[config.mk]
export PLATFORM = sky130hd
export DESIGN_NAME = cpu_core_mc_flat
export DESIGN_NICKNAME = d
export VERILOG_FILES = /design/src/rtl/cpu_core_mc_if.sv /design/src/rtl/cpu_core_mc.sv /design/src/flat_wrapper.sv
export SDC_FILE = /design/constraint.sdc
export NUM_CORES = 1
export LEC_CHECK = 0
export BUFFER_PORTS_ARGS = -buffer_cell sky130_fd_sc_hd__buf_2
export CORE_MARGIN = 2
export CORE_UTILIZATION = 60
export CTS_CLUSTER_SIZE = 8
export DETAILED_ROUTE_END_ITERATION = 10
export PLACE_DENSITY = 0.81
export SYNTH_ARGS = -nofsm -noshare
export SYNTH_HDL_FRONTEND = slang
export SYNTH_SLANG_ARGS = --single-unit
[constraint.sdc]
create_clock -name clk -period 5.29 [get_ports clk]
set_input_delay 1.587 -clock clk [delete_from_list [all_inputs] [get_ports clk]]
set_output_delay 1.587 -clock clk [all_outputs]
set_load 0.02 [all_outputs]
[src/rtl/cpu_core_mc_if.sv]
// Instruction/data memory bus of the multi-cycle core; master = core, slave = memories.
// Handshake: a request is live while *_req=1; addr/we/wdata hold until the cycle with *_ready=1
// completes it, and ready is ignored whenever req=0.
interface cpu_core_mc_if #(
  parameter int DATA_W  = 8,
  parameter int PC_W    = 8,
  parameter int IMEM_W  = 8,
  parameter int DMEM_AW = 4
);
  logic              imem_req;
  logic [PC_W-1:0]   imem_addr;
  logic [IMEM_W-1:0] imem_rdata;
  logic              imem_ready;

  logic               dmem_req;
  logic               dmem_we;
  logic [DMEM_AW-1:0] dmem_addr;
  logic [DATA_W-1:0]  dmem_wdata;
  logic [DATA_W-1:0]  dmem_rdata;
  logic               dmem_ready;

  modport master (
    output imem_req, imem_addr,
    input  imem_rdata, imem_ready,
    output dmem_req, dmem_we, dmem_addr, dmem_wdata,
    input  dmem_rdata, dmem_ready
  );

  modport slave (
    input  imem_req, imem_addr,
    output imem_rdata, imem_ready,
    input  dmem_req, dmem_we, dmem_addr, dmem_wdata,
    output dmem_rdata, dmem_ready
  );
endinterface

[src/rtl/cpu_core_mc.sv]
// Multi-cycle CPU core: fetch / immediate / execute / memory FSM over req-ready memories,
// with zero and carry flags, branches and a terminal HALT state.
module cpu_core_mc #(
  parameter int DATA_W   = 8,
  parameter int PC_W     = 8,
  parameter int NUM_REGS = 4,
  parameter int IMEM_W   = 8,
  parameter int DMEM_AW  = 4
) (
  input  logic              clk,
  input  logic              reset,
  cpu_core_mc_if.master     bus,
  output logic [DATA_W-1:0] alu_result,
  output logic              instr_done,
  output logic              halted,
  output logic [2:0]        state_dbg,
  output logic              flag_z,
  output logic              flag_c
);
  localparam int RS_W = $clog2(NUM_REGS);

  localparam logic [3:0] OP_NOP  = 4'h0;
  localparam logic [3:0] OP_ADD  = 4'h1;
  localparam logic [3:0] OP_SUB  = 4'h2;
  localparam logic [3:0] OP_AND  = 4'h3;
  localparam logic [3:0] OP_OR   = 4'h4;
  localparam logic [3:0] OP_XOR  = 4'h5;
  localparam logic [3:0] OP_MOV  = 4'h6;
  localparam logic [3:0] OP_LDI  = 4'h7;
  localparam logic [3:0] OP_ADDI = 4'h8;
  localparam logic [3:0] OP_LD   = 4'h9;
  localparam logic [3:0] OP_ST   = 4'hA;
  localparam logic [3:0] OP_JMP  = 4'hB;
  localparam logic [3:0] OP_BEQZ = 4'hC;
  localparam logic [3:0] OP_SHL  = 4'hD;
  localparam logic [3:0] OP_SHR  = 4'hE;
  localparam logic [3:0] OP_HALT = 4'hF;

  typedef enum logic [2:0] {
    S_FETCH = 3'd0,
    S_IMM   = 3'd1,
    S_EXEC  = 3'd2,
    S_MEM   = 3'd3,
    S_HALT  = 3'd4
  } state_t;

  state_t            state;
  logic [PC_W-1:0]   pc;
  logic [IMEM_W-1:0] ir;
  logic [DATA_W-1:0] imm;
  logic [DATA_W-1:0] regs [NUM_REGS];

  logic [3:0]        op;
  logic [RS_W-1:0]   rd_idx;
  logic [RS_W-1:0]   rs_idx;
  logic [DATA_W-1:0] rd_val;
  logic [DATA_W-1:0] rs_val;

  assign op     = ir[IMEM_W-1 -: 4];
  assign rd_idx = ir[RS_W*2-1 : RS_W];
  assign rs_idx = ir[RS_W-1:0];
  assign rd_val = regs[rd_idx];
  assign rs_val = regs[rs_idx];

  function automatic logic is_two_word(input logic [3:0] o);
    return o inside {OP_LDI, OP_ADDI, OP_JMP, OP_BEQZ};
  endfunction

  // Execute-stage result; wr_en marks ops that write rd, c_upd marks ops that own the carry.
  logic [DATA_W:0]   wide;
  logic [DATA_W-1:0] res;
  logic              res_c;
  logic              wr_en;
  logic              c_upd;

  always_comb begin
    wide  = '0;
    res   = '0;
    res_c = 1'b0;
    wr_en = 1'b0;
    c_upd = 1'b0;
    case (op)
      OP_ADD: begin
        wide  = {1'b0, rd_val} + {1'b0, rs_val};
        res   = wide[DATA_W-1:0];
        res_c = wide[DATA_W];
        wr_en = 1'b1;
        c_upd = 1'b1;
      end
      OP_SUB: begin
        res   = rd_val - rs_val;
        res_c = (rd_val < rs_val);
        wr_en = 1'b1;
        c_upd = 1'b1;
      end
      OP_AND: begin
        res   = rd_val & rs_val;
        wr_en = 1'b1;
        c_upd = 1'b1;
      end
      OP_OR: begin
        res   = rd_val | rs_val;
        wr_en = 1'b1;
        c_upd = 1'b1;
      end
      OP_XOR: begin
        res   = rd_val ^ rs_val;
        wr_en = 1'b1;
        c_upd = 1'b1;
      end
      OP_MOV: begin
        res   = rs_val;
        wr_en = 1'b1;
      end
      OP_LDI: begin
        res   = imm;
        wr_en = 1'b1;
      end
      OP_ADDI: begin
        wide  = {1'b0, rd_val} + {1'b0, imm};
        res   = wide[DATA_W-1:0];
        res_c = wide[DATA_W];
        wr_en = 1'b1;
        c_upd = 1'b1;
      end
      OP_SHL: begin
        res   = rd_val << 1;
        res_c = rd_val[DATA_W-1];
        wr_en = 1'b1;
        c_upd = 1'b1;
      end
      OP_SHR: begin
        res   = rd_val >> 1;
        res_c = rd_val[0];
        wr_en = 1'b1;
        c_upd = 1'b1;
      end
      default: begin
        res = '0;
      end
    endcase
  end

  always_ff @(posedge clk) begin
    if (reset) begin
      state      <= S_FETCH;
      pc         <= '0;
      ir         <= '0;
      imm        <= '0;
      alu_result <= '0;
      instr_done <= 1'b0;
      halted     <= 1'b0;
      flag_z     <= 1'b0;
      flag_c     <= 1'b0;
      for (int i = 0; i < NUM_REGS; i++) begin
        regs[i] <= '0;
      end
    end else begin
      instr_done <= 1'b0;
      case (state)
        S_FETCH: begin
          if (bus.imem_ready) begin
            ir    <= bus.imem_rdata;
            pc    <= pc + PC_W'(1);
            state <= is_two_word(bus.imem_rdata[IMEM_W-1 -: 4]) ? S_IMM : S_EXEC;
          end
        end
        S_IMM: begin
          if (bus.imem_ready) begin
            imm   <= DATA_W'(bus.imem_rdata);
            pc    <= pc + PC_W'(1);
            state <= S_EXEC;
          end
        end
        S_EXEC: begin
          state      <= S_FETCH;
          instr_done <= 1'b1;
          if (wr_en) begin
            regs[rd_idx] <= res;
            alu_result   <= res;
            flag_z       <= (res == '0);
            if (c_upd) begin
              flag_c <= res_c;
            end
          end
          case (op)
            OP_LD, OP_ST: begin
              state      <= S_MEM;
              instr_done <= 1'b0;
            end
            OP_JMP: pc <= PC_W'(imm);
            OP_BEQZ: begin
              if (rd_val == '0) begin
                pc <= PC_W'(imm);
              end
            end
            OP_HALT: begin
              state  <= S_HALT;
              halted <= 1'b1;
            end
            default: begin
              state <= S_FETCH;
            end
          endcase
        end
        S_MEM: begin
          if (bus.dmem_ready) begin
            if (op == OP_LD) begin
              regs[rd_idx] <= bus.dmem_rdata;
              alu_result   <= bus.dmem_rdata;
              flag_z       <= (bus.dmem_rdata == '0);
            end
            instr_done <= 1'b1;
            state      <= S_FETCH;
          end
        end
        S_HALT: begin
          state <= S_HALT;
        end
        default: begin
          state <= S_FETCH;
        end
      endcase
    end
  end

  // Bus outputs decode straight from registered state so they are stable for the whole wait.
  assign bus.imem_req   = (state == S_FETCH) || (state == S_IMM);
  assign bus.imem_addr  = pc;
  assign bus.dmem_req   = (state == S_MEM);
  assign bus.dmem_we    = (state == S_MEM) && (op == OP_ST);
  assign bus.dmem_addr  = (state == S_MEM) ? rs_val[DMEM_AW-1:0] : '0;
  assign bus.dmem_wdata = ((state == S_MEM) && (op == OP_ST)) ? rd_val : '0;
  assign state_dbg      = state;
endmodule

[src/flat_wrapper.sv]
// flat-port wrapper written by rule: the top's interface ports become plain ports
module cpu_core_mc_flat 
#(
  parameter int DATA_W   = 8,
  parameter int PC_W     = 8,
  parameter int NUM_REGS = 4,
  parameter int IMEM_W   = 8,
  parameter int DMEM_AW  = 4
)
  (clk, reset, alu_result, instr_done, halted, state_dbg, flag_z, flag_c, bus_imem_req, bus_imem_addr, bus_imem_rdata, bus_imem_ready, bus_dmem_req, bus_dmem_we, bus_dmem_addr, bus_dmem_wdata, bus_dmem_rdata, bus_dmem_ready);
  cpu_core_mc_if #(.DATA_W(DATA_W), .PC_W(PC_W), .IMEM_W(IMEM_W), .DMEM_AW(DMEM_AW)) bus_i ();
  input  logic clk;
  input  logic reset;
  output logic [DATA_W-1:0] alu_result;
  output logic instr_done;
  output logic halted;
  output logic [2:0] state_dbg;
  output logic flag_z;
  output logic flag_c;
  output wire logic [$bits(bus_i.imem_req)-1:0] bus_imem_req;
  output wire logic [$bits(bus_i.imem_addr)-1:0] bus_imem_addr;
  input wire logic [$bits(bus_i.imem_rdata)-1:0] bus_imem_rdata;
  input wire logic [$bits(bus_i.imem_ready)-1:0] bus_imem_ready;
  output wire logic [$bits(bus_i.dmem_req)-1:0] bus_dmem_req;
  output wire logic [$bits(bus_i.dmem_we)-1:0] bus_dmem_we;
  output wire logic [$bits(bus_i.dmem_addr)-1:0] bus_dmem_addr;
  output wire logic [$bits(bus_i.dmem_wdata)-1:0] bus_dmem_wdata;
  input wire logic [$bits(bus_i.dmem_rdata)-1:0] bus_dmem_rdata;
  input wire logic [$bits(bus_i.dmem_ready)-1:0] bus_dmem_ready;
  assign bus_imem_req = bus_i.imem_req;
  assign bus_imem_addr = bus_i.imem_addr;
  assign bus_i.imem_rdata = bus_imem_rdata;
  assign bus_i.imem_ready = bus_imem_ready;
  assign bus_dmem_req = bus_i.dmem_req;
  assign bus_dmem_we = bus_i.dmem_we;
  assign bus_dmem_addr = bus_i.dmem_addr;
  assign bus_dmem_wdata = bus_i.dmem_wdata;
  assign bus_i.dmem_rdata = bus_dmem_rdata;
  assign bus_i.dmem_ready = bus_dmem_ready;
  cpu_core_mc #(.DATA_W(DATA_W), .PC_W(PC_W), .NUM_REGS(NUM_REGS), .IMEM_W(IMEM_W), .DMEM_AW(DMEM_AW)) u_core (.clk(clk), .reset(reset), .bus(bus_i), .alu_result(alu_result), .instr_done(instr_done), .halted(halted), .state_dbg(state_dbg), .flag_z(flag_z), .flag_c(flag_c));
endmodule
Yosys cells after proc, flatten, opt, wreduce, memory -nomap -nowiden
Memories as Yosys holds them, arrays and structs flattened. A register that Yosys moved wholly into a read port is not among the register bits.
Index checks and enable logic that the tools add are counted.
Widths: inputs -> output; s select.
{ "classes": {"addsub": 4, "n_lt_le_gt_ge": 1, "eq_ne": 31, "mux": 46, "bitwise": 4, "reduce_logical": 21} }
{ "ops": {"columns": ["op", "count"], "rows": [
  ["$pmux 8 s10", 1],
  ["$mux 8", 8],
  ["$pmux 8 s2", 3],
  ["$eq 4x4->1 const B", 11],
  ["$logic_not 8->1", 3],
  ["$eq 4x3->1 const B", 5],
  ["$mux 1", 19],
  ["$add 8x8->9", 2],
  ["$reduce_or 8->1", 2],
  ["$pmux 3 s5", 1],
  ["$mux 2", 6],
  ["$reduce_or 10->1", 1],
  ["$mux 3", 3],
  ["$add 8x1->8 const B", 1],
  ["$and 8x8->8", 1],
  ["$eq 4x2->1 const B", 2],
  ["$lt 8x8->1", 1],
  ["$ne 2x1->1 const B", 4],
  ["$or 8x8->8", 1],
  ["$reduce_and 4->1", 2],
  ["$sub 8x8->8", 1],
  ["$xor 8x8->8", 1],
  ["$eq 3x2->1 const B", 2],
  ["$ne 3x2->1 const B", 2],
  ["17 further kinds", 24]
]} }
{ "word_totals": {"ff_bits": 39, "ramBits": 32, "input_bits": 20, "output_inout_bits": 38, "wordCells": 117, "memories": 1} }
{ "memory_table": {"columns": ["name", "words", "word_bits", "rd", "rd_clocked_by_memory_dff", "write_ports", "line", "source"], "rows": [
  ["u_core.regs", 4, 8, 2, 2, 4, "cpu_core_mc.sv:51", "logic [DATA_W-1:0] regs [NUM_REGS];"]
]} }

Depth between registers and ports, before layout
{ "depth": {"word_depth": 10, "ltp_mapped": 13, "ltp_nobuf": 12} }

Least setup slack after synthesis
Ideal clock, no wire load.
{ "synth_path": {"path_type": "register to output", "start": "register u_core.state[0], in the netlist u_core.state_dbg[0]", "end": "output port bus_dmem_wdata[0]", "arrival_ps": 1781, "required_ps": 3703, "slack_ps": 1922, "stages_incl_launch_ff": 6, "path_buffers": 1, "path_cell_list": "dfxtp_1 clkbuf_1 nand2_1 inv_1 nand3_1 nor2_1"} }
{ "synth_between": {"elab_chain_cells": 3} }
{ "synth_lines": {"columns": ["element", "line", "source"], "rows": [
  ["from (decl)", "cpu_core_mc.sv:47", "state_t state;"],
  ["from (signal assigned)", "cpu_core_mc.sv:165", "state <= is_two_word(bus.imem_rdata[IMEM_W-1 -: 4]) ? S_IMM : S_EXEC;"],
  ["$eq 3x2->1", null, null],
  ["via bus_dmem_req", "flat_wrapper.sv:24", "output wire logic [$bits(bus_i.dmem_req)-1:0] bus_dmem_req;"],
  ["$logic_and 1x1->1", "cpu_core_mc.sv:233", "assign bus.dmem_wdata = ((state == S_MEM) && (op == OP_ST)) ? rd_val : '0;"],
  ["$mux 8", "cpu_core_mc.sv:233", null],
  ["to (decl)", "flat_wrapper.sv:27", "output wire logic [$bits(bus_i.dmem_wdata)-1:0] bus_dmem_wdata;"]
]} }
The timed path passes the listed nets, and every way through them passes these cells.

Worst setup path after layout
{ "layout_path": {"start": "register u_core.state[1], in the netlist u_core.state_dbg[1]", "end": "output port bus_dmem_wdata[0]"} }
{ "layout_between": {"elab_chain_cells": 3} }
{ "layout_lines": {"columns": ["element", "line"], "rows": [
  ["$eq 3x2->1", "cpu_core_mc.sv:233"],
  ["$logic_and 1x1->1", "cpu_core_mc.sv:233"],
  ["$mux 8", "cpu_core_mc.sv:233"]
]} }
Every way passes these cells.

==> impl_summary.md <==
Outcome
The run finished with clean final reports.

Cells and area
Summing all flip-flop and latch instances after layout gives approximately 1800 µm². The area growth from synthesis to final layout is 9.05%. The number of fillers in the final layout is 763. In the final layout, the share of cells above drive strength 1 is around 14%. The footprint of the multi-input gates is around 3400 µm². The final layout contains around 740 nets.

Excluding fillers, the count of instances in the completed layout stands at about 800. The utilization of the core after routing is roughly 67%. 0 antenna diodes ended up in the layout.

Drt
The number of iterations in the first detailed-routing pass is 6. The vias per cell is 6.77. The detailed router placed roughly 5400 vias in this run.

The iteration-0 DRC count of the detailed router is between 500 and 600. For this run, design rule violations remaining after detail routing come to 0. The count of nets left with antenna violations once routing finished came out at 0.

The routed design has between 15 and 20 mm of wire. After detailed routing, the average wire length per cell comes to about 21 µm.

Yosys
Counting every net in the synthesized netlist gives around 710. The fraction of synthesis flops using an asynchronous set or reset pin is 0%. For this run, the register share of the synthesized area comes to roughly 33%.

After synthesis, the mean cell area works out to roughly 8.6 µm². After synthesis the netlist holds a flip-flop and latch count of 75. The share of the synthesized area in the top cell type is between 15 and 20%. After synthesis the cells add up to 5560 µm². sky130_fd_sc_hd__edfxtp_1 takes more of the synthesized area than any other cell.

Yosys mapped the design onto 73 distinct sky130hd cell types. Among all flip-flop cells after synthesis, the most frequent one is sky130_fd_sc_hd__dfxtp_1. The count of flip-flops with a built-in enable after synthesis is 32. The total number of yosys warnings is 0. The synthesized netlist cell count is 650. By area the synthesized netlist is led by sky130_fd_sc_hd__edfxtp_1 17%, sky130_fd_sc_hd__dfxtp_1 15%, sky130_fd_sc_hd__ha_1 7.4%.

Place
Input and output buffers added on the ports amount to between 50 and 60. At the end of routability-driven placement, the weighted congestion stood at around 0.92. Timing analysis after detailed placement gives a worst setup slack of approximately 1100 ps. The half-perimeter wire length after placement is around 12 mm. After detailed placement, the design holds a cell count of between 700 and 800.

GRT
The global route total overflow is 0. The number of global-route vias before repair is 4973. The first global-routing pass estimated between 20 and 30 mm of wire.

Entering global routing, the biggest net connects 47 pins. The total global-route track usage is 34.2%. The number of antenna violations at the first check in global routing was 0.

Setup path
Data on the critical path arrives at its endpoint at between 2000 and 3000 ps. The start-to-end type of the worst setup path is reg -> out. The peak fanout along the critical path is 15. STA classifies the critical path endpoint as an output pin.

At the worst endpoint, the required time is between 3000 and 4000 ps. STA classifies the critical path startpoint as a flip-flop.

STA
In the final timing run, aggregate negative setup slack is 0 ps. The transition time at the pin with the least slew margin is 1190 ps. The tightest slew margin relative to the limit is 18.6%.

The number of slew-limit violations in the final report was 0. The setup skew after layout is 15.4 ps. Setup repair after global routing left no endpoint under its margin.

The shortest period the worst path allows is between 4000 and 5000 ps. The final cycle utilization of the critical path is between 80% and 90%. Static timing analysis puts the maximum clock frequency at approximately 220 MHz.

Setup violations remaining at the end of the flow were counted as 0. Setup slack closes at between 800 and 900 ps. The count of endpoints failing hold in the final timing report was 0.

CTS
The number of gates resized after CTS is 0. After clock tree synthesis, the setup repair step added 0 buffers. The later-pin clock latency in the skew report is around 360 ps.

The hold buffer count at cts is 0. The deepest level of the CTS H-tree is 3. The largest buffer count on any clock path is 2. The clock net in this run drives a total of 75 sinks. The CTS buffer count is 9. The root buffer cell is sky130_fd_sc_hd__clkbuf_8. The TritonCTS clock tree is built. Clock-pin slew was measured on the worst setup and hold paths at roughly 80 ps.

Pwr
The power density over the cells is roughly 260 nW/µm². The overall power is 1.58 mW. Summed over all cells, the static leakage comes to between 2 and 2.5 nW.

VDD sags by at most between 0.2 and 0.3 mV.

Run
The max-cap violation count is 0.

Floorplanning
The vertical extent of the die is 100 µm. The width of the die is about 100 µm. The initial utilization of the core area, before any placement, comes to between 60% and 70%.

The total die area is 10100 µm². The area of the core is between 9000 and 10000 µm². 58 I/O pins were placed. The floorplan has 35 rows.

Hold path
The path class of the tightest hold or removal check is reg -> reg.
final timing paths:
check	from	to	slack, ps	cells after the start
max	u_core.state_dbg[1]	bus_dmem_wdata[0]	820	6
min	u_core.ir[1]	u_core.ir[1]	470	2
max reg2reg	flip-flop	u_core.regs[2][2]	1000	12
min reg2reg	u_core.ir[1]	u_core.ir[1]	470	2
routing by layer:
layer	wire (µm)	vias up	part of all wire, %	global-route usage [%]
met2	7900	355	46	53.3
li1	-	2465	-	-
met1	6860	2541	40	47.1
met3	1540	69	9.0	5.99
met5	0	-	0	0
met4	693	0	4.1	14.5
cells in the final DEF (no fill, tap or decap), types with 4 or more instances in the layout:
cell type / instances
sky130_fd_sc_hd__nor2_1: 79
sky130_fd_sc_hd__dfxtp_1: 43
sky130_fd_sc_hd__nor3_1: 26
sky130_fd_sc_hd__xnor2_1: 5
sky130_fd_sc_hd__a32oi_1: 5
sky130_fd_sc_hd__edfxtp_1: 32
sky130_fd_sc_hd__o31ai_1: 4
sky130_fd_sc_hd__nand2_1: 75
sky130_fd_sc_hd__a221oi_1: 8
sky130_fd_sc_hd__nand3_1: 10
sky130_fd_sc_hd__inv_1: 34
sky130_fd_sc_hd__o22ai_1: 4
sky130_fd_sc_hd__and3_1: 10
sky130_fd_sc_hd__mux2i_1: 6
sky130_fd_sc_hd__o21ai_0: 33
sky130_fd_sc_hd__a21o_1: 8
sky130_fd_sc_hd__buf_4: 7
sky130_fd_sc_hd__mux4_2: 9
sky130_fd_sc_hd__nand3b_1: 5
sky130_fd_sc_hd__nand2b_1: 12
sky130_fd_sc_hd__a31oi_1: 5
sky130_fd_sc_hd__clkbuf_8: 10
sky130_fd_sc_hd__a21oi_1: 49
sky130_fd_sc_hd__nor2b_1: 13
sky130_fd_sc_hd__and2_1: 4
sky130_fd_sc_hd__a211oi_1: 15
sky130_fd_sc_hd__mux4_1: 7
sky130_fd_sc_hd__ha_1: 33
sky130_fd_sc_hd__a22oi_1: 10
sky130_fd_sc_hd__buf_2: 57
cells by family (layout without fill, tap and decap cells):
kind of cell,count (synthesis),after routing,synth area share (%)
multiplexers,24,24,8.44
buffers and inverters,73,114,5.76
adder cells (fa/ha/maj),36,36,8.51
AND/OR/NAND/NOR,254,254,21.4
AO/OA/AOI/OAI,180,180,21.8
flip-flops,75,75,32.8
XOR/XNOR,8,8,1.26
where the power goes:
group          internal [mW]  switching [mW]  total, mW
Clock                  0.260           0.227      0.487
Combinational          0.157           0.275      0.432
Sequential             0.625          0.0319      0.657
registers in the layout (all words and copies together), names as in the netlist, named ones only:
| register | flops |
|---|---|
| u_core.state_dbg | 3 |
| u_core.flag_c | 1 |
| u_core.halted | 1 |
| u_core.bus.imem_addr | 8 |
| u_core.alu_result | 8 |
| u_core.regs | 32 |
| u_core.imm | 8 |
| u_core.instr_done | 1 |
| u_core.ir | 8 |
| u_core.flag_z | 1 |
synthesized netlist by cell type, drive strengths merged, types with 8 or more instances:
cell type / count
buf: 19
clkbuf: 20
edfxtp: 32
a22oi: 10
nor2b: 13
and3: 10
nand2: 75
nand2b: 12
ha: 33
a21o: 9
nor3: 26
inv: 34
a221oi: 8
mux4: 16
a211oi: 15
dfxtp: 43
nand3: 10
a21oi: 49
nor2: 79
o21ai: 33
through the flow:
step	area [µm²]	hold WS (ps)
after global placement	5850	446
after detailed placement	5850	460
after global routing	6060	497
after floorplan	5560	436
final	6060	471
after CTS	6060	474
worst max-delay path, cell delays in order, from the launching register on:
cell and delay, ps:
sky130_fd_sc_hd__dfxtp_1 530, sky130_fd_sc_hd__nor2b_1 220, sky130_fd_sc_hd__nand2_1 390, sky130_fd_sc_hd__inv_1 370, sky130_fd_sc_hd__nand3_1 470, sky130_fd_sc_hd__nor2_1 340, sky130_fd_sc_hd__buf_2 210
layout make-up:
class | instances | area share (%)
Inverter | 34 | 2.11
Timing Repair Buffer | 64 | 5.57
Tap cell | 111 | 2.29
Sequential cell | 75 | 30.1
Clock inverter | 3 | 0.722
Clock buffer | 13 | 2.81
Multi-Input combinational cell | 502 | 56.4
Power figures use the tool's default switching activity.
